## src/rtl/ram_rw_pkg.sv

```systemverilog
// rtl/ram_rw_pkg.sv - shared FSM state encoding and default sizing for ram_rw_ctrl
package ram_rw_pkg;

    localparam int DEF_ADDR_WIDTH = 5;
    localparam int DEF_DATA_WIDTH = 8;
    localparam int DEF_DEPTH      = 2 ** DEF_ADDR_WIDTH;

    typedef enum logic [2:0] {
        ST_IDLE,
        ST_WRITE,
        ST_READ,
        ST_DRAIN,
        ST_DONE
    } state_t;

endpackage

```

## src/rtl/ram_rd_pipe.sv

```systemverilog
// rtl/ram_rd_pipe.sv - RD_LATENCY-deep valid/address shift pipeline tracking outstanding RAM reads
module ram_rd_pipe #(
    parameter int ADDR_WIDTH = 5,
    parameter int RD_LATENCY = 1
) (
    input  logic                  clk,
    input  logic                  rst_n,
    input  logic                  issue_valid_i,
    input  logic [ADDR_WIDTH-1:0] issue_addr_i,
    output logic                  ret_valid_o,
    output logic [ADDR_WIDTH-1:0] ret_addr_o
);

    logic [RD_LATENCY-1:0]                 valid_q;
    logic [RD_LATENCY-1:0][ADDR_WIDTH-1:0] addr_q;

    always_ff @(posedge clk or negedge rst_n) begin
        if (!rst_n) begin
            valid_q <= '0;
            addr_q  <= '0;
        end else begin
            valid_q[0] <= issue_valid_i;
            addr_q[0]  <= issue_addr_i;
            for (int i = 1; i < RD_LATENCY; i++) begin
                valid_q[i] <= valid_q[i-1];
                addr_q[i]  <= addr_q[i-1];
            end
        end
    end

    assign ret_valid_o = valid_q[RD_LATENCY-1];
    assign ret_addr_o  = addr_q[RD_LATENCY-1];

endmodule

```

## src/rtl/ram_rw_ctrl.sv

```systemverilog
// rtl/ram_rw_ctrl.sv - RAM write/read-back sequencer; define RAM_RW_CHECK_EN to add the read-data checker
module ram_rw_ctrl
    import ram_rw_pkg::*;
#(
    parameter int                    ADDR_WIDTH = DEF_ADDR_WIDTH,
    parameter int                    DATA_WIDTH = DEF_DATA_WIDTH,
    parameter int                    RD_LATENCY = 1,
    parameter logic [DATA_WIDTH-1:0] DATA_SEED  = '0
) (
    input  logic                  clk,
    input  logic                  rst_n,
    input  logic                  start,
    output logic [ADDR_WIDTH-1:0] ram_addr,
    output logic [DATA_WIDTH-1:0] ram_wr_data,
    output logic                  ram_wr_en,
    input  logic [DATA_WIDTH-1:0] ram_rd_data,
    output logic                  rd_valid,
    output logic [DATA_WIDTH-1:0] rd_data_out,
    output logic                  busy,
    output logic                  done,
    output logic                  err
);

    localparam logic [ADDR_WIDTH-1:0] ADDR_LAST  = '1;
    localparam logic [1:0]            DRAIN_LAST = 2'(RD_LATENCY - 1);

    state_t                state_q, state_d;
    logic [ADDR_WIDTH-1:0] addr_q, addr_d;
    logic [DATA_WIDTH-1:0] wdata_q, wdata_d;
    logic [1:0]            drain_q, drain_d;
    logic [DATA_WIDTH-1:0] hold_q;
    logic                  ret_valid;
    logic [ADDR_WIDTH-1:0] ret_addr;

    always_ff @(posedge clk or negedge rst_n) begin
        if (!rst_n) begin
            state_q <= ST_IDLE;
            addr_q  <= '0;
            wdata_q <= '0;
            drain_q <= '0;
            hold_q  <= '0;
        end else begin
            state_q <= state_d;
            addr_q  <= addr_d;
            wdata_q <= wdata_d;
            drain_q <= drain_d;
            if (ret_valid) begin
                hold_q <= ram_rd_data;
            end
        end
    end

    // Address wraps to 0 on every phase change so each phase starts clean.
    always_comb begin
        state_d = state_q;
        addr_d  = addr_q;
        wdata_d = wdata_q;
        drain_d = drain_q;
        case (state_q)
            ST_IDLE: begin
                if (start) begin
                    state_d = ST_WRITE;
                    addr_d  = '0;
                    wdata_d = DATA_SEED;
                end
            end
            ST_WRITE: begin
                if (addr_q == ADDR_LAST) begin
                    state_d = ST_READ;
                    addr_d  = '0;
                end else begin
                    addr_d = addr_q + ADDR_WIDTH'(1);
                end
                wdata_d = DATA_WIDTH'(addr_d) + DATA_SEED;
            end
            ST_READ: begin
                if (addr_q == ADDR_LAST) begin
                    state_d = ST_DRAIN;
                    addr_d  = '0;
                    drain_d = '0;
                end else begin
                    addr_d = addr_q + ADDR_WIDTH'(1);
                end
            end
            ST_DRAIN: begin
                if (drain_q == DRAIN_LAST) begin
                    state_d = ST_DONE;
                end else begin
                    drain_d = drain_q + 2'd1;
                end
            end
            ST_DONE: begin
                state_d = ST_IDLE;
            end
            default: begin
                state_d = ST_IDLE;
            end
        endcase
    end

    ram_rd_pipe #(
        .ADDR_WIDTH (ADDR_WIDTH),
        .RD_LATENCY (RD_LATENCY)
    ) u_rd_pipe (
        .clk           (clk),
        .rst_n         (rst_n),
        .issue_valid_i (state_q == ST_READ),
        .issue_addr_i  (addr_q),
        .ret_valid_o   (ret_valid),
        .ret_addr_o    (ret_addr)
    );

    assign ram_addr    = addr_q;
    assign ram_wr_data = wdata_q;
    assign ram_wr_en   = (state_q == ST_WRITE);
    assign busy        = (state_q != ST_IDLE);
    assign done        = (state_q == ST_DONE);
    assign rd_valid    = ret_valid;
    // Returned word passes straight through in its valid cycle; hold_q only keeps it visible afterwards.
    assign rd_data_out = ret_valid ? ram_rd_data : hold_q;

`ifdef RAM_RW_CHECK_EN
    logic                  err_q, err_d;
    logic [DATA_WIDTH-1:0] expect_data;

    assign expect_data = DATA_WIDTH'(ret_addr) + DATA_SEED;

    always_comb begin
        err_d = err_q;
        if (state_q == ST_IDLE && start) begin
            err_d = 1'b0;
        end else if (ret_valid && (ram_rd_data != expect_data)) begin
            err_d = 1'b1;
        end
    end

    always_ff @(posedge clk or negedge rst_n) begin
        if (!rst_n) begin
            err_q <= 1'b0;
        end else begin
            err_q <= err_d;
        end
    end

    assign err = err_q;
`else
    logic unused_ret_addr;
    assign unused_ret_addr = ^ret_addr;
    assign err             = 1'b0;
`endif

endmodule

```

## config.mk

```make
export PLATFORM = sky130hd
export DESIGN_NAME = ram_rw_ctrl
export DESIGN_NICKNAME = d
export VERILOG_FILES = /design/src/rtl/ram_rw_pkg.sv /design/src/rtl/ram_rd_pipe.sv /design/src/rtl/ram_rw_ctrl.sv
export SDC_FILE = /design/constraint.sdc
export NUM_CORES = 1
export LEC_CHECK = 0
export ABC_AREA = 1
export BUFFER_PORTS_ARGS = -buffer_cell sky130_fd_sc_hd__buf_2
export CAP_MARGIN = 20
export CORE_MARGIN = 2
export CORE_UTILIZATION = 55
export CTS_BUF_LIST = sky130_fd_sc_hd__clkbuf_8
export CTS_CLUSTER_SIZE = 28
export DETAILED_ROUTE_END_ITERATION = 6
export PLACE_DENSITY = 0.93
export REMOVE_ABC_BUFFERS = 1
export SLEW_MARGIN = 5
export SYNTH_ARGS = -nofsm -noshare
export SYNTH_HDL_FRONTEND = slang
export SYNTH_SLANG_ARGS = --single-unit
```

## constraint.sdc

```tcl
create_clock -name clk -period 2.4 [get_ports clk]
set_input_delay 0.36 -clock clk [delete_from_list [all_inputs] [get_ports clk]]
set_output_delay 0.36 -clock clk [all_outputs]
set_load 0.01 [all_outputs]
```

# Yosys cells after proc, flatten, opt, wreduce, memory -nomap -nowiden

Index checks and enable logic that the tools add are counted.

Register bits after elaboration: 27
Logic and storage cells: 43
Output and inout bits: 26
Input port bits: 11

Reduce and logical (&&, ||, !) cells: 11
Multiplexer cells: 14
Equal/unequal tests: 10
Add/subtract/negate cells: 2

Operators with widths:

| cell                  | count |
|---|---|
| $mux W8               | 2 |
| $pmux W8 S2           | 1 |
| $mux W3               | 4 |
| $pmux W3 S4           | 1 |
| $mux W5               | 2 |
| $pmux W5 S2           | 1 |
| $ne A2 B2 Y1 const B  | 4 |
| $eq A3 B2 Y1 const B  | 2 |
| $reduce_bool A2 Y1    | 3 |
| $add A5 B1 Y5 const B | 1 |
| $eq A5 B5 Y1 const B  | 1 |
| $mux W2               | 2 |
| $pmux W2 S2           | 1 |
| $reduce_and A2 Y1     | 2 |
| $reduce_and A4 Y1     | 1 |
| $eq A3 B1 Y1 const B  | 1 |
| $eq A3 B3 Y1 const B  | 1 |
| $logic_not A3 Y1      | 1 |
| $reduce_and A3 Y1     | 1 |
| $reduce_bool A3 Y1    | 1 |
| $add A2 B1 Y2 const B | 1 |
| $logic_not A2 Y1      | 1 |
| $ne A2 B1 Y1 const B  | 1 |
| $reduce_or A2 Y1      | 1 |

# Logic depth before layout (Yosys ltp)

Gate-level depths: netlist of the first run.

Word-level depth: 4
Depth in mapped cells: 10
Depth with buffers taken out: 10

# By module

Synthesis of the first run repeated with hierarchy kept, for this count alone.

Cell total of the unflattened synthesis: 122
Area, all modules: 1317.5 sq um

Modules (own cells, without submodules):

| module      | instances | cells each | area an instance (sq um) | sequential area each (sq um) |
|---|---|---|---|---|
| ram_rw_ctrl | 1         | 116        | 1167.4                   | 575.6 |
| ram_rd_pipe | 1         | 6          | 150.1                    | 150.1 |

# Worst setup path before layout of the first run

Ideal clock, no wire load.

Kind: register to register
Start: register addr_q[0], in the netlist ram_addr[0]
End: register state_q[0]
Arrival: 1.443 ns
Clock period less this slack: 1.566 ns
Path slack: 0.834 ns
Required time: 2.277 ns
Library setup time: 0.123 ns
Stages on the path, launching flop included: 11
Path buffers: 0
Cell sequence: dfrtp_1 ha_1 nand2_1 nor2_1 ha_1 inv_1 nand3_1 nand2_1 nor2_1 nand2_1 nand2_1

Word-level cells in the longest chain between the ends: 3
Elaborated cells between the ends (all ways): 4
Those cells by class: eq/ne: 3; reduce/logical: 1

RTL lines:

| what                                                          | line                                 | RTL |
|---|---|---|
| start: declaration                                            | ram_rw_ctrl.sv:28                    | `logic [ADDR_WIDTH-1:0] addr_q, addr_d;` |
| start signal: assignment                                      | ram_rw_ctrl.sv:44                    | `addr_q <= addr_d;` |
| $eq A5 B5 Y1 (*)                                              | ram_rw_ctrl.sv:68, ram_rw_ctrl.sv:77 |  |
| $ne A2 B2 Y1 (no source line) or $ne A2 B1 Y1 (tied branches) | n/a                                  |  |
| $reduce_and A4 Y1 (no source line) (*)                        | n/a                                  |  |
| end signal: assignment                                        | ram_rw_ctrl.sv:43                    | `state_q <= state_d;` |
| end: declaration                                              | ram_rw_ctrl.sv:27                    | `state_t state_q, state_d;` |

Mark *: on every way between the ends. The rest lies on a longest branch, timed or not.
A chain may end at the register's enable or synchronous reset.

# Worst setup path after layout of the first run

Start: register state_q[2]
End: output ram_wr_en

Word-level cells in the longest chain between the ends: 1

RTL lines:

| what             | line               | RTL |
|---|---|---|
| $eq A3 B1 Y1     | ram_rw_ctrl.sv:115 | `assign ram_wr_en = (state_q == ST_WRITE);` |
| end: declaration | ram_rw_ctrl.sv:15  | `output logic ram_wr_en,` |

Every way passes these cells.

==> results of run 1 <==
-- sequential cells by signal (all words and copies together) (netlist names) --
signal                 cells
drain_q                    2
hold_q                     8
ram_addr                   5
ram_wr_data                5
state_q                    3
u_rd_pipe.ret_valid_o      1
-- layer usage --
metal / GRT usage, % / up-vias / wire [microns]
li1: - / 433 / -
met1: 26.2 / 433 / 900
met2: 34.2 / 54 / 1040
met3: 3.40 / 7 / 196
met4: 8.57 / 0 / 39
met5: 0 / - / 0
-- power groups by stage --
stage	Clock, W	Sequential, W	Combinational (W)
finish	0.000262	0.000671	0.000746
global route	0.000287	0.000692	0.000830
CTS	0.000269	0.000670	0.000747
detailed placement	0	0.000676	0.000739
global placement	0	0.000661	0.000719
floorplan	0	0.000678	0.000459
-- kinds of logic (layout without fill, tap and decap cells) --
family	after synthesis	in the layout	synth area share, %
AOI/OAI and AO/OA	5	5	2.62
xor gates and xnor gates	2	2	1.59
adders and majority gates	3	3	3.41
buffers and inverters	16	47	6.94
DFF	24	24	54.6
muxes	8	8	8.19
other	1	4	0.341
and+or+nand+nor	58	58	22.3
-- placed cells by master, fill, tap and decap left out, types with 2 or more instances in the layout --
| master | n |
|---|---|
| buf_2 | 32 |
| clkbuf_8 | 4 |
| conb_1 | 4 |
| dfrtp_1 | 24 |
| ha_1 | 3 |
| inv_1 | 11 |
| mux2_2 | 8 |
| nand2_1 | 34 |
| nand3_1 | 13 |
| nor2_1 | 6 |
| nor2_2 | 2 |
| nor3_1 | 2 |
| o21ai_0 | 4 |
-- final cells by class --
type | count | area, sq um | area share, %
sequential | 24 | 601 | 45.3
multi-input combinational | 80 | 434 | 32.8
timing repair buffer | 32 | 160 | 12.1
clock buffer | 4 | 55.1 | 4.15
inverter | 11 | 41.3 | 3.12
tap | 27 | 33.8 | 2.55
-- metrics by stage --
| stage | total power (W) | std cells | util (%) | cell area (sq um) | hold WS, ns |
|---|---|---|---|---|---|
| after detailed placement | 0.00141 | 174 | 66.1 | 1270 | 0.362 |
| after global routing | 0.00181 | 178 | 68.9 | 1330 | 0.109 |
| after global placement | 0.00138 | 174 | 66.1 | 1270 | 0.353 |
| after floorplan | 0.00114 | 115 | - | 1080 | 0.0644 |
| after CTS | 0.00169 | 178 | 68.9 | 1330 | 0.0767 |
| final | 0.00168 | 178 | 68.9 | 1330 | 0.0615 |
-- worst max-delay path by stage --
| stage | slack [ns] | cells after the start | start | to |
|---|---|---|---|---|
| floorplan | 0.83 | 10 | ram_addr[0] | state_q[0] |
| global placement | 0.82 | 10 | ram_addr[0] | state_q[0] |
| detailed placement | 0.72 | 9 | ram_addr[0] | ram_addr[2] |
| CTS | 0.64 | 4 | state_q[2] | ram_wr_en |
| global route | 0.46 | 9 | ram_addr[0] | state_q[0] |
| finish | 0.62 | 4 | state_q[2] | ram_wr_en |
==> reports/results.txt, run 1 <==
outcome: completed
Post-CTS Setup Bufs: 0
row count: 16
FF-to-FF path depth: 10
Buffers on Ports: 32
starting DRC count in detailed routing: 34
Post-synth top cells: nand2_1 (34), dfrtp_1 (24), nand3_1 (13), inv_1 (11), mux2_2 (8)
setup TNS: 0 ns
Logic pwr share: 44.4%
Die Wd: 48.7 microns
maxcap violations: 0
pre-CTS WS: 0.716 ns
Vias per Instance: 5.21
GRT Util Overall: 20.4%
Top Ports: 37
total CTS buffers: 3
Slew Limit Fails: 0
Main synth FF type: dfrtp_1
Vias: 927
final setup fails: 0
initial antenna violation count: 0
share of post-route cells with drive strength above 1: 31.1%
Switching Share: 40.1%
DIE AREA: 0.00237 sq mm
r2r setup slk: 0.63 ns
Reg power frac: 40.0%
Critical Path Source Type: flip-flop
maximum vdd drop: 696 uV
critical path arrival: 1.42 ns
cell family with most CP delay: flip-flops
Die H: 48.7 microns
Yosys warning count: 0
Distinct cells, synth: 17
Final Skew: 0.00404 ns
drc violations: 0
Placer Congestion: 0.958
Initial Utilization: 57.2%
final hold violations: 0
final cycle utilization of the critical path: 74.3%
Worst Slack Setup Final: 0.617 ns
worst r2r src: ram_addr[0]
area of the core: 0.00192 sq mm
DR WL/cell: 12.2 microns
Clock Power Share: 15.6%
most numerous cell in the Yosys netlist: nand2_1
power density cells: 1270 mW/mm^2
Pint: 0.00101 W
Max FO, Critical Path: 7
WL final: 2180 microns
CTS tree: yes
Data required, critical path: 2.04 ns
fillcell total: 150
Gate Count Post-Synth: 117
Buf+Inv Stages, Crit Path: 2
Synth top area share: 54.6%
Worst path max stage delay: 0.44 ns
final worst path period need: 1.78 ns
worst path cell trace: nor2_1 > nand2_1 > inv_1 > buf_2
Worst setup EP type: output pin
clock latency on the worst-skew pair: 0.26 ns
post-synthesis cell area: 0.00110 sq mm
grt ovf: 0
cell taking the most area after synthesis: dfrtp_1
Root Buffer: clkbuf_8
r2r endpoint: state_q[0]
RSZ-0062 raised after global routing: no
Clk pin slew, worst setup/hold paths: 0.08 ns
register area share after synthesis: 54.6%
Post-layout nets: 166
DP HPWL: 1650 microns
Leakage: 0.741 nW
number of synthesized register bits: 24
Hold Crit Class: input port to asynchronous set/reset pin
largest net degree at the start of global routing: 25
CTS resizes: 0
Post-DRT Antenna Nets: 0
Sw Pwr: 0.000673 W
DR pass1 iterations: 5
number of global-route vias before repair: 863
slew margin rel.: 65.8%
clk buf depth: 2
CTS H-tree depth: 1
worst-margin pin slew: 0.513 ns
mean post-synth cell area: 9.40 sq um
f_max: 561 MHz
fraction of registers with async set/reset: 100%
slowest library cell on the worst path: dfrtp_1
antenna cells: 0
clock sink count: 24
hold_buf cts: 0
Layout area overhead: 20.5%
ranking of synthesized cells by area: dfrtp_1 (55%), nand2_1 (12%), mux2_2 (8.2%), nand3_1 (5.9%), inv_1 (3.8%)
first-pass GRT wire length: 3770 microns
critical setup path kind: flip-flop to output pin
EDFF count, synth: 0
Note: power is estimated with default switching activity, not from simulation.
==> run 2: changes to the inputs <==
CORE_UTILIZATION = 51   (was 55)
PLACE_DENSITY = 0.88   (was 0.93)
clock period = 1.86 ns   (was 2.4 ns; I/O delays follow)
==> run 2 against run 1 <==
The flow now finishes with violations (negative hold slack); utilization fell by 3.3 points; clock-buffer cell count fell by 1; flip-flop and latch count did not move; global-route usage fell by 2.3 points; wire length fell by 2.4%; register-to-register slack got worse by 0.46 ns; clock skew fell by 0.0012 ns; critical path depth rose by 6; worst setup slack got worse by 0.45 ns; worst hold slack got worse by 0.075 ns; critical endpoint is now state_q[0]; largest cell class unchanged; largest power group unchanged; highest routed layer is now met3.
==> reports/results.txt, run 2 (synthesis gave the netlist of run 1 again) <==
Max FO, Critical Path: 6 (-1)
Top Ports: 37 (unchanged)
DIE AREA: 0.00254 sq mm (+7.2%)
Critical Path Source Type: flip-flop
DR pass1 iterations: 4 (-1)
non-filler cells, final: 177 (-0.56%)
final setup fails: 0 (unchanged)
worst-margin pin slew: 0.509 ns (-0.00390 ns)
grt ovf: 0 (unchanged)
Pint: 0.00126 W (+25%)
Final Instance Area: 0.00132 sq mm (-0.76%)
Placer Congestion: 0.874 (-8.7%)
row count: 16 (unchanged)
failing checks: negative hold slack
Clock Power Share: 13.7% (-1.9 points)
DR WL/cell: 12.0 microns (-1.8%)
GRT Util Overall: 18.1% (-2.3 points)
RSZ-0062 raised after global routing: no
critical setup path kind: flip-flop to flip-flop
total CTS buffers: 3 (unchanged)
Layout area overhead: 19.6%
area of the core: 0.00200 sq mm (+4.2%)
f_max: 591 MHz
Post-DRT Antenna Nets: 0 (unchanged)
Switching Share: 40.3% (+0.16 points)
share of post-route cells with drive strength above 1: 32.0% (+0.87 points)
Vias: 883 (-4.7%)
hold slack: -0.0132 ns (-0.0747 ns)
setup TNS: 0 ns (unchanged)
critical path arrival: 1.84 ns (+0.42 ns)
r2r endpoint: state_q[0]
initial antenna violation count: 0 (unchanged)
Hold Crit Class: input port to asynchronous set/reset pin
Vias per Instance: 4.99 (-4.2%)
Buffers on Ports: 32 (unchanged)
CTS H-tree depth: 1 (unchanged)
number of placed cells counting well taps: 174 (unchanged)
DP HPWL: 1650 microns (about the same)
clk buf depth: 2 (unchanged)
Sw Pwr: 0.000849 W (+26%)
maximum vdd drop: 861 uV (+24%)
Data required, critical path: 2.01 ns (-0.03 ns)
worst path cell trace: ha_1 > nand2_1 > nor2_1 > ha_1 > inv_1 > nand3_1 > nand2_2 > nor2_1 > nand2_1 > nand2_1
commonest non-fill, non-tap cell in the layout: nand2_1
final hold violations: 24 (+24)
Initial Utilization: 54.9% (-2.3 points)
first-pass GRT wire length: 3620 microns (-4.0%)
area post-placement: 0.00127 sq mm (unchanged)
WL final: 2130 microns (-2.4%)
worst r2r src: ram_addr[0]
Die H: 50.4 microns (+3.5%)
slowest library cell on the worst path: dfrtp_2
most frequent cell on the critical path: nand2_1
maxcap violations: 0 (unchanged)
final cycle utilization of the critical path: 91.0%
commonest non-fill, non-tap cells in the layout: nand2_1 (33), buf_2 (32), dfrtp_1 (23), nand3_1 (13), inv_1 (11)
largest net degree at the start of global routing: 25 (unchanged)
Core Util, Final: 65.7% (-3.3 points)
hold_buf cts: 0 (unchanged)
outcome: complete, but fails checks
Logic pwr share: 45.4% (+1.0 points)
power density cells: 1600 mW/mm^2 (+27%)
Slew Limit Fails: 0 (unchanged)
drc violations: 0 (unchanged)
clock sink count: 24 (unchanged)
clock latency on the worst-skew pair: 0.25 ns (about the same)
max reg flops: 8 (unchanged)
starting DRC count in detailed routing: 14 (-59%)
Die Wd: 50.4 microns (+3.5%)
FF-to-FF path depth: 10 (unchanged)
Clk pin slew, worst setup/hold paths: 0.08 ns (about the same)
antenna cells: 0 (unchanged)
Post-layout nets: 166 (unchanged)
Root Buffer: clkbuf_8
CTS tree: yes
final worst path period need: 1.69 ns
Worst setup EP type: flip-flop
r2r setup slk: 0.17 ns (-0.46 ns)
Reg power frac: 41.0% (+1.0 points)
Worst path max stage delay: 0.44 ns (about the same)
Final Skew: 0.00283 ns (-0.00121 ns)
Leakage: 0.732 nW (-1.2%)
largest register by flop count: hold_q
number of global-route vias before repair: 839 (-2.8%)
slew margin rel.: 66.1% (+0.26 points)
## run 2: cell count changes in the layout (fill, tap and decap cells not counted)
cell	change
nand2_1	-1
nand2_2	+1
clkbuf_8	-1
dfrtp_1	-1
dfrtp_2	+1
## run 2: power groups by stage
stage | sequential (W) | clock, W | combinational (W)
2_1_floorplan | 0.000875 | 0 | 0.000593
3_3_place_gp | 0.000854 | 0 | 0.000930
3_5_place_dp | 0.000869 | 0 | 0.000956
4_1_cts | 0.000861 | 0.000287 | 0.000958
5_1_grt | 0.000897 | 0.000307 | 0.00107
6_report | 0.000863 | 0.000288 | 0.000956
## run 2: layout make-up
class / instances / area [sq um]
inverter: 11 / 41.3
timing repair buffer: 32 / 160
fill: 163 / 687
multi-input combinational: 80 / 437
tap: 27 / 33.8
clock buffer: 3 / 41.3
sequential: 24 / 602
## run 2: worst max path at each step
stage | start | endpoint | slack, ns
detailed placement | ram_addr[0] | ram_addr[2] | 0.18
finish | ram_addr[0] | state_q[0] | 0.17
CTS | ram_addr[0] | state_q[0] | 0.16
global placement | ram_addr[0] | state_q[0] | 0.29
floorplan | ram_addr[0] | state_q[0] | 0.29
global route | ram_addr[0] | state_q[0] | 0.02
## run 2: what timing repair did
action	4_1_cts	5_1_grt
setup buffers	0	0
resized for setup	0	2
endpoints found under the setup margin	0	2
## run 2: worst max-delay path: cells and delay by family (launching register included)
kind | cells | cell delay (ns)
adders and majority gates | 2 | 0.42
and+or+nand+nor | 7 | 0.58
buffers and inverters | 1 | 0.14
DFF | 1 | 0.44
## run 2: metrics by stage
stage	setup WS, ns	hold slack (ns)	total power [W]
after floorplan	0.294	-0.0166	0.00147
after global placement	0.287	0.271	0.00178
after detailed placement	0.177	0.275	0.00183
after CTS	0.158	0.00189	0.00211
after global routing	0.0157	0.0312	0.00227
final	0.168	-0.0132	0.00211
## run 2: metal layers
| layer | GRT usage (%) | wire (microns) |
|---|---|---|
| met3 | 2.38 | 135 |
| met1 | 24.7 | 971 |
| met2 | 30.9 | 1020 |
| met5 | 0 | 0 |
| met4 | 4.05 | 0 |
